### src/rtl/uart_pkg.sv
// Shared constants and state encoding for the UART receive-side controller.
package uart_pkg;

  localparam int ERR_BREAK  = 0;
  localparam int ERR_PARITY = 1;
  localparam int ERR_FRAME  = 2;

  typedef enum logic [1:0] {
    RUN      = 2'd0,
    THROTTLE = 2'd1,
    OVERRUN  = 2'd2
  } Rx_Ctrl_States;

endpackage

### src/rtl/rx_fifo.sv
// Synchronous FIFO with a registered storage array and a head word read straight from it.
// A push while full is accepted only when a pop frees a slot in the same cycle.
module rx_fifo #(
  parameter int WIDTH = 8,
  parameter int DEPTH = 8
) (
  input  logic                     clk,
  input  logic                     rst,
  input  logic                     push,
  input  logic                     pop,
  input  logic [WIDTH-1:0]         wdata,
  output logic [WIDTH-1:0]         rdata,
  output logic                     full,
  output logic                     empty,
  output logic [$clog2(DEPTH):0]   count
);

  localparam int AW = $clog2(DEPTH);
  localparam int CW = AW + 1;

  logic [WIDTH-1:0] mem_q [DEPTH];
  logic [WIDTH-1:0] mem_d [DEPTH];
  logic [AW-1:0]    wr_ptr_q, wr_ptr_d;
  logic [AW-1:0]    rd_ptr_q, rd_ptr_d;
  logic [CW-1:0]    count_q, count_d;
  logic             push_ok_s;
  logic             pop_ok_s;

  assign full      = (count_q == CW'(DEPTH));
  assign empty     = (count_q == {CW{1'b0}});
  assign push_ok_s = push & (~full | pop);
  assign pop_ok_s  = pop & ~empty;
  assign rdata     = mem_q[rd_ptr_q];
  assign count     = count_q;

  // Next-state for storage, pointers and occupancy.
  always_comb begin
    mem_d    = mem_q;
    wr_ptr_d = wr_ptr_q;
    rd_ptr_d = rd_ptr_q;
    count_d  = count_q;
    if (push_ok_s) begin
      mem_d[wr_ptr_q] = wdata;
      wr_ptr_d        = wr_ptr_q + AW'(1'b1);
    end else begin
      wr_ptr_d = wr_ptr_q;
    end
    if (pop_ok_s) begin
      rd_ptr_d = rd_ptr_q + AW'(1'b1);
    end else begin
      rd_ptr_d = rd_ptr_q;
    end
    case ({push_ok_s, pop_ok_s})
      2'b10:   count_d = count_q + CW'(1'b1);
      2'b01:   count_d = count_q - CW'(1'b1);
      default: count_d = count_q;
    endcase
  end

  // Storage is cleared on reset so the head word reads zero afterwards.
  always_ff @(posedge clk) begin
    if (rst) begin
      for (int i = 0; i < DEPTH; i++) begin
        mem_q[i] <= {WIDTH{1'b0}};
      end
      wr_ptr_q <= {AW{1'b0}};
      rd_ptr_q <= {AW{1'b0}};
      count_q  <= {CW{1'b0}};
    end else begin
      mem_q    <= mem_d;
      wr_ptr_q <= wr_ptr_d;
      rd_ptr_q <= rd_ptr_d;
      count_q  <= count_d;
    end
  end

endmodule

### src/rtl/uart_rx_ctrl.sv
// Receive-side controller: buffers good words, counts error frames, latches overruns
// and drives RTS with hysteresis around the FIFO occupancy.
module uart_rx_ctrl #(
  parameter int DATA_BITS  = 8,
  parameter int FIFO_DEPTH = 8,
  parameter int RTS_HIGH   = 6,
  parameter int RTS_LOW    = 2,
  parameter int ERR_CNT_W  = 8
) (
  input  logic                          Clk,
  input  logic                          Rst,
  input  logic                          Rx_Rdy_In,
  input  logic [DATA_BITS-1:0]          Rx_Data_In,
  input  logic [2:0]                    Rx_Error_In,
  input  logic                          RTS_In,
  output logic                          RTS_Out,
  output logic [DATA_BITS-1:0]          Data_Out,
  output logic                          Valid_Out,
  input  logic                          Ready_In,
  input  logic                          Clr_Err_In,
  output logic                          Overrun_Out,
  output logic [ERR_CNT_W-1:0]          Break_Cnt,
  output logic [ERR_CNT_W-1:0]          Parity_Cnt,
  output logic [ERR_CNT_W-1:0]          Frame_Cnt,
  output logic [$clog2(FIFO_DEPTH):0]   Fill_Out
);

  import uart_pkg::*;

  localparam int FW = $clog2(FIFO_DEPTH) + 1;
  localparam logic [ERR_CNT_W-1:0] CNT_ONE = {{(ERR_CNT_W-1){1'b0}}, 1'b1};

  Rx_Ctrl_States       state_q, state_d;
  logic                rts_q, rts_d;
  logic                overrun_q, overrun_d;
  logic                clr_seen_q, clr_seen_d;
  logic [ERR_CNT_W-1:0] break_cnt_q, break_cnt_d;
  logic [ERR_CNT_W-1:0] parity_cnt_q, parity_cnt_d;
  logic [ERR_CNT_W-1:0] frame_cnt_q, frame_cnt_d;

  logic                push_s, pop_s, push_ok_s, drop_s;
  logic                full_s, empty_s;
  logic [FW-1:0]       fill_s, fill_next_s;

  // A clear that collides with a new error leaves the counter at one.
  function automatic logic [ERR_CNT_W-1:0] next_cnt(input logic [ERR_CNT_W-1:0] cur,
                                                    input logic hit, input logic clr);
    if (hit) begin
      if (clr)       return CNT_ONE;
      else if (&cur) return cur;
      else           return cur + CNT_ONE;
    end else if (clr) begin
      return {ERR_CNT_W{1'b0}};
    end else begin
      return cur;
    end
  endfunction

  assign push_s    = Rx_Rdy_In & (Rx_Error_In == 3'b000);
  assign pop_s     = ~empty_s & Ready_In;
  assign push_ok_s = push_s & (~full_s | pop_s);
  assign drop_s    = push_s & full_s & ~pop_s;

  rx_fifo #(.WIDTH(DATA_BITS), .DEPTH(FIFO_DEPTH)) u_fifo (
    .clk   (Clk),
    .rst   (Rst),
    .push  (push_s),
    .pop   (pop_s),
    .wdata (Rx_Data_In),
    .rdata (Data_Out),
    .full  (full_s),
    .empty (empty_s),
    .count (fill_s)
  );

  // Flow-control FSM, error counters and overrun latch next-state.
  always_comb begin
    state_d      = state_q;
    clr_seen_d   = clr_seen_q;
    fill_next_s  = fill_s;
    case ({push_ok_s, pop_s})
      2'b10:   fill_next_s = fill_s + FW'(1'b1);
      2'b01:   fill_next_s = fill_s - FW'(1'b1);
      default: fill_next_s = fill_s;
    endcase
    case (state_q)
      RUN: begin
        if (drop_s)                              state_d = OVERRUN;
        else if (fill_next_s >= FW'(RTS_HIGH))   state_d = THROTTLE;
        else                                     state_d = RUN;
      end
      THROTTLE: begin
        if (drop_s)                              state_d = OVERRUN;
        else if (fill_next_s <= FW'(RTS_LOW))    state_d = RUN;
        else                                     state_d = THROTTLE;
      end
      OVERRUN: begin
        if (drop_s)                              state_d = OVERRUN;
        else if ((fill_next_s == {FW{1'b0}}) && (Clr_Err_In || clr_seen_q))
                                                 state_d = RUN;
        else                                     state_d = OVERRUN;
      end
      default: state_d = RUN;
    endcase
    clr_seen_d   = (state_d == OVERRUN) & (clr_seen_q | Clr_Err_In) & ~drop_s;
    rts_d        = RTS_In & (state_d == RUN);
    overrun_d    = drop_s | (overrun_q & ~Clr_Err_In);
    break_cnt_d  = next_cnt(break_cnt_q,  Rx_Error_In[ERR_BREAK],  Clr_Err_In);
    parity_cnt_d = next_cnt(parity_cnt_q, Rx_Error_In[ERR_PARITY], Clr_Err_In);
    frame_cnt_d  = next_cnt(frame_cnt_q,  Rx_Error_In[ERR_FRAME],  Clr_Err_In);
  end

  // Control registers.
  always_ff @(posedge Clk) begin
    if (Rst) begin
      state_q      <= RUN;
      clr_seen_q   <= 1'b0;
      rts_q        <= 1'b0;
      overrun_q    <= 1'b0;
      break_cnt_q  <= {ERR_CNT_W{1'b0}};
      parity_cnt_q <= {ERR_CNT_W{1'b0}};
      frame_cnt_q  <= {ERR_CNT_W{1'b0}};
    end else begin
      state_q      <= state_d;
      clr_seen_q   <= clr_seen_d;
      rts_q        <= rts_d;
      overrun_q    <= overrun_d;
      break_cnt_q  <= break_cnt_d;
      parity_cnt_q <= parity_cnt_d;
      frame_cnt_q  <= frame_cnt_d;
    end
  end

  assign RTS_Out     = rts_q;
  assign Overrun_Out = overrun_q;
  assign Break_Cnt   = break_cnt_q;
  assign Parity_Cnt  = parity_cnt_q;
  assign Frame_Cnt   = frame_cnt_q;
  assign Valid_Out   = ~empty_s;
  assign Fill_Out    = fill_s;

endmodule

### config.mk
export PLATFORM = sky130hd
export DESIGN_NAME = uart_rx_ctrl
export DESIGN_NICKNAME = d
export VERILOG_FILES = /design/src/rtl/uart_pkg.sv /design/src/rtl/rx_fifo.sv /design/src/rtl/uart_rx_ctrl.sv
export SDC_FILE = /design/constraint.sdc
export NUM_CORES = 1
export LEC_CHECK = 0
export BUFFER_PORTS_ARGS = -buffer_cell sky130_fd_sc_hd__buf_4
export CELL_PAD_IN_SITES_DETAIL_PLACEMENT = 1
export CELL_PAD_IN_SITES_GLOBAL_PLACEMENT = 2
export CORE_UTILIZATION = 37
export CTS_CLUSTER_DIAMETER = 100
export DETAILED_ROUTE_END_ITERATION = 6
export GPL_TIMING_DRIVEN = 0
export PLACE_DENSITY = 0.8
export RECOVER_POWER = 100
export SLEW_MARGIN = 30
export SYNTH_ARGS = -nofsm -noshare
export SYNTH_HDL_FRONTEND = slang
export SYNTH_SLANG_ARGS = --single-unit
### constraint.sdc
create_clock -name Clk -period 3 [get_ports Clk]
set_input_delay 0.15 -clock Clk [delete_from_list [all_inputs] [get_ports Clk]]
set_output_delay 0.15 -clock Clk [all_outputs]
set_load 0.005 [all_outputs]
==> impl_metrics.tcl, run 1 <==
set metrics [dict create \
    status "completed" \
    reg2reg_from "u_fifo.count[0]" \
    dieArea_sq_mm 0.01361 \
    synth.avg_cell_area_sq_um 9.845 \
    synth_common_cells "103 x dfxtp_1, 97 x nor2_1, 72 x mux2i_1, 26 x clkbuf_1, 20 x nand2_1" \
    hold_start "Rx_Error_In[0]" \
    std_cell_rows 41 \
    ir_drop_v 0.0003898 \
    cap_violations 0 \
    reg2reg_depth 11 \
    vias 3742 \
    ios 56 \
    via_per_inst 5.147 \
    final_net_count 577 \
    max_freq_ghz 0.3460 \
    layout_min_cycle_time_ns 2.890 \
    cts_tree "built" \
    timing.final.hold_violations 0 \
    place_hpwl_mm 8.644 \
    max_stage_delay_ns 0.47 \
    period_share 0.9633 \
    cp.arrival_ns 3.15 \
    path_cells "inv_2, ha_4, or3b_2, nand2_2, inv_1, ha_2, clkbuf_2, clkbuf_8, o32a_1, and2_1, nor4_2" \
    synth_area_sq_mm 0.004863 \
    grt_pass1_vias 3763 \
    die_w_um 116.7 \
    holdWs_ns 0.07231 \
    dr.pass1.iters 4 \
    synthTopCellsByArea "dfxtp_1 42%, mux2i_1 15%, nor2_1 7.5%" \
    p_leak_nw 2.298 \
    drive_gt1_frac 0.2054 \
    end_kind "register" \
    worstReg2RegEnd "clr_seen_q" \
    regToRegSetupSlack_ns 0.11 \
    whs_endpoint "Break_Cnt[0]" \
    ys_ff_latch 103 \
    synthFlopType "dfxtp_1" \
    detail_route.iter0.violations 170 \
    final_cells 727 \
    synth_top_cell_area_share 0.4240 \
    die_h_um 116.7 \
    final_core_util 0.4512 \
    cp_num_buf_inv 4 \
    hold_buffers 0 \
    cts_buffer_depth 2 \
    synth.distinct_cells 53 \
    fin_ws_ns 0.1102 \
    syn_inst 494 \
    cts_made_buffers 9 \
    synth_top_area_cell "dfxtp_1" \
    yosysMostFrequentCell "dfxtp_1" \
    grt_max_degree 17 \
    io_buffers 46 \
    drc 0 \
    cts_setup_buffers 0 \
    slew_headroom 0.4317 \
    antenna_found_initial 0 \
    routedWlPerCell_um 16.68 \
    rsz0062_at_grt "true" \
    synth-edff-count 0 \
    drv_slew 0 \
    n_antenna_cell 0 \
    finalWeightedCongestion 0.7692 \
    path_clk_slew_ns 0.06 \
    path_class "register to register" \
    cts.sinks 103 \
    hold_class "input pin to register" \
    async_flop_share 0 \
    grt_pass1_wl_mm 19.67 \
    dp_cells 712 \
    cts.root.buffer_cell "clkbuf_16" \
    gr-usage-all-layers 0.1924 \
    cp_max_fo 10 \
    clk_latency_ns 0.35 \
    startpoint_type "register" \
    crit_family "simple AND/OR/NAND/NOR gates" \
    start_util 0.3823 \
    slowest_stage "or3b_2" \
    syn_to_final_growth_pct 18.03 \
    yosysSeqAreaShare 0.4240 \
    setup_viol 0 \
    h-tree-depth 3 \
    fin_skew_ns 0.009078 \
    cp_data_required_time_ns 3.26 \
    worstHoldPathCells 3 \
    power_density_mw_per_mm2 556.6 \
    syn_nets 521 \
    wirelength_mm 12.13 \
    ant_nets 0 \
    dp_slack_ns -0.2866 \
    gr-total-overflow 0 \
    yosysWarnings 0 \
    worstMarginPinSlew_ns 0.8452 \
    crit_path_start "u_fifo.count[0]" \
    tns_ns 0 \
    core-area_sq_mm 0.01272 \
]
==> how the worst max path moves through the flow <==
stage	end	cells past startpoint
detailed placement	clr_seen_q	11
floorplan	clr_seen_q	11
finish	clr_seen_q	11
global route	clr_seen_q	12
CTS	clr_seen_q	11
global placement	clr_seen_q	11
==> where the power goes <==
group | switching [mW] | internal (mW) | total (mW)
logic | 0.365 | 0.304 | 0.670
registers | 0.0516 | 1.40 | 1.45
clock network | 0.513 | 0.558 | 1.07
total | 0.930 | 2.27 | 3.20
==> layout make-up <==
class,instances,area [sq um]
fillers,1479,6982
multi-input cells,344,2659
flip-flops and latches,103,2064
repair buffers,46,334.1
clock buffers,10,229.0
well taps,172,215.2
plain buffers,35,160.2
inverters,11,41.29
clock inverters,6,37.54
==> worst min-delay path: cells and delay by family <==
family / cells / cell delay [ns]
AO/OA/AOI/OAI: 1 / 0.06
buffers and inverters: 1 / 0.10
AND/OR/NAND/NOR: 1 / 0.07
==> state kept, by name, indices dropped and copies added, names as in the netlist <==
register and count:
Parity_Cnt 8, Frame_Cnt 8, state_q 2, u_fifo.count 4, RTS_Out 1, u_fifo.mem_q 64
Break_Cnt 8, clr_seen_q 1, Overrun_Out 1, u_fifo.wr_ptr_q 3, u_fifo.rd_ptr_q 3
==> kinds of logic (layout without fill, tap and decap cells) <==
logic type	after synthesis	after routing	synth area share
AND/OR/NAND/NOR	181	181	0.1829
flip-flops	103	103	0.4240
multiplexers	97	97	0.2431
buffers and inverters	47	108	0.03962
AO/OA/AOI/OAI	36	36	0.04862
XOR/XNOR	20	20	0.03602
adder cells (fa/ha/maj)	10	10	0.02573
==> cells in the final DEF, fill, tap and decap left out, drive strengths merged, types with 6 or more instances in the layout <==
cell    netlist  layout
a21oi        13      13
and3          6       6
buf          10      34
clkbuf       26      57
dfxtp       103     103
ha           10      10
inv          11      11
mux2          9       9
mux2i        72      72
mux4         16      16
nand2        20      20
nand2b        6       6
nand4         9       9
nor2         97      97
nor2b         6       6
nor3          9       9
xnor2         7       7
xor2         13      13
==> what timing repair did <==
item,CTS,global route
gates resized for setup,10,9
pin swaps,0,1
gates cloned,0,0
setup endpoints to repair,4,12
==> metal layers <==
metal  global-route usage  vias to the layer above  wire length [um]
met5                    0                        -                 0
met4              0.07257                        0               170
met3              0.03944                       12               442
met2               0.3187                       57              5717
met1               0.2469                     1837              5796
li1                     -                     1836                 -
==> through the flow <==
| step | area (sq um) | power [mW] |
|---|---|---|
| floorplan | 4863 | 1.903 |
| global placement | 5424 | 2.083 |
| detailed placement | 5424 | 2.097 |
| finish | 5741 | 3.195 |
| CTS | 5715 | 3.223 |
| global route | 5741 | 3.373 |
Power figures use the tool's default switching activity.
==> run 2: changes to the inputs <==
CAP_MARGIN = 30   (was not set)
MAX_ROUTING_LAYER = met4   (was not set)
==> run 2 against run 1 <==
Register-to-register slack better by 0.02 ns. Final cell count stayed put. Non-clock buffer count stayed put. Critical path type unchanged. Largest cell class unchanged. Largest power group unchanged. Highest routed layer unchanged.
==> impl_metrics.tcl, run 2 (synthesis results as in run 1) <==
set metrics [dict create \
    finalPower_mw 3.198 \
    final_cell_mix "101 x dfxtp_1, 97 x nor2_1, 72 x mux2i_1" \
    largest_reg_flops 64 \
    end_kind "register" \
    power_density_mw_per_mm2 556.8 \
    path_clk_slew_ns 0.07 \
    final_net_count 577 \
    wirelength_mm 12.13 \
    hold_buffers 0 \
    gr-usage-all-layers 0.1981 \
    gr-total-overflow 0 \
    antenna_found_initial 0 \
    combPwrFrac 0.209 \
    layout_min_cycle_time_ns 2.866 \
    cts.sinks 103 \
    cp_data_required_time_ns 3.26 \
    routed.top_layer "met4" \
    start_util 0.3823 \
    grt_pass1_wl_mm 19.65 \
    fin_skew_ns 0.009308 \
    dr_wl_met2_mm 5.735 \
    hold_start "Rx_Error_In[0]" \
    cts_buffer_depth 2 \
    final_common_cell "dfxtp_1" \
    cp.arrival_ns 3.12 \
    crit_path_start "u_fifo.count[1]" \
    cts_tree "built" \
    holdWs_ns 0.07252 \
    regMostFlops "u_fifo.mem_q" \
    h-tree-depth 3 \
    met3_length_um 464 \
    dieArea_sq_mm 0.01361 \
    vias 3749 \
    cap_violations 0 \
    slew_headroom 0.4333 \
    finalWeightedCongestion 0.7795 \
    syn_to_final_growth_pct 18.09 \
    startpoint_type "register" \
    ios 56 \
    via_per_inst 5.157 \
    ant_nets 0 \
    die_h_um 116.7 \
    cts_made_buffers 9 \
    detail_route.iter0.violations 194 \
    p_clk_frac 0.335 \
    cts_setup_buffers 0 \
    max_freq_ghz 0.3490 \
    grt_pass1_vias 3764 \
    drc 0 \
    period_share 0.9552 \
    io_buffers 46 \
    place_hpwl_mm 8.644 \
    p_int_mw 2.266 \
    die_w_um 116.7 \
    drv_slew 0 \
    std_cell_rows 41 \
    status "completed" \
    setup_viol 0 \
    rsz0062_at_grt "true" \
    reg2reg_from "u_fifo.count[1]" \
    cts.root.buffer_cell "clkbuf_16" \
    p_leak_nw 2.299 \
    switching_share 0.2913 \
    ir_drop_v 0.0003900 \
    power.net_switching_mw 0.9314 \
    clk_latency_ns 0.35 \
    grt_max_degree 17 \
    worstMarginPinSlew_ns 0.8428 \
    cp_max_fo 10 \
    met1Wirelength_mm 5.710 \
    timing.final.hold_violations 0 \
    path_class "register to register" \
    drive_gt1_frac 0.2054 \
    n_antenna_cell 0 \
    hold_class "input pin to register" \
    dr.pass1.iters 4 \
    core-area_sq_mm 0.01272 \
    routedWlPerCell_um 16.69 \
    p_seq_frac 0.456 \
]
## run 2: metal layers
| layer | global-route usage | up-vias |
|---|---|---|
| met5 | - | - |
| met2 | 0.3195 | 65 |
| met1 | 0.2456 | 1836 |
| met4 | 0.07257 | 0 |
| met3 | 0.03944 | 13 |
| li1 | - | 1835 |
## run 2: power by group through the flow
stage	sequential, mW	combinational [mW]	clock [mW]
final	1.46	0.669	1.07
after floorplan	1.47	0.438	0
after detailed placement	1.48	0.621	0
after global placement	1.48	0.607	0
after CTS	1.45	0.651	1.12
after global routing	1.46	0.743	1.17
## run 2: final cells by class
type                            instances  area, sq um
Tap cell                              172        215.2
Fill cell                            1478         6979
Sequential cell                       103         2064
Buffer                                 35        160.2
Clock buffer                           10        229.0
Timing Repair Buffer                   46        334.1
Clock inverter                          6        37.54
Multi-Input combinational cell        344         2659
Inverter                               11        43.79
## run 2: path summary, 6_finish.rpt
check	end	slack (ns)	cells past startpoint
max	clr_seen_q	0.13	11
min	Break_Cnt[0]	0.07	3
max reg2reg	clr_seen_q	0.13	11
min reg2reg	Overrun_Out	0.47	2
## run 2: what timing repair did
action / 4_1_cts / 5_1_grt
resized for setup: 10 / 10
pin swaps: 0 / 1
endpoints found under the hold margin: 0 / 0
setup endpoints to repair: 4 / 12
## run 2: per-stage QoR
stage                     instance area [sq um]  instances  setup slack, ns  setup TNS, ns  utilization
after floorplan                            4863        494           0.2019              0            -
after global placement                     5424        712          -0.2499        -0.8062       0.4263
after detailed placement                   5424        712          -0.2866         -1.047       0.4263
after CTS                                  5715        728          0.02651              0       0.4493
after global routing                       5743        727         -0.04081       -0.06509       0.4514
final                                      5743        727           0.1345              0       0.4514
## run 2: critical path, cell delays in order, from the launching register on
cell and delay, ns:
dfxtp_2 0.37, inv_1 0.13, ha_4 0.17, or3b_2 0.47, nand2_2 0.12, inv_1 0.11, ha_2 0.26, clkbuf_2 0.17
clkbuf_8 0.19, o32a_1 0.41, and2_1 0.18, nor4_2 0.20
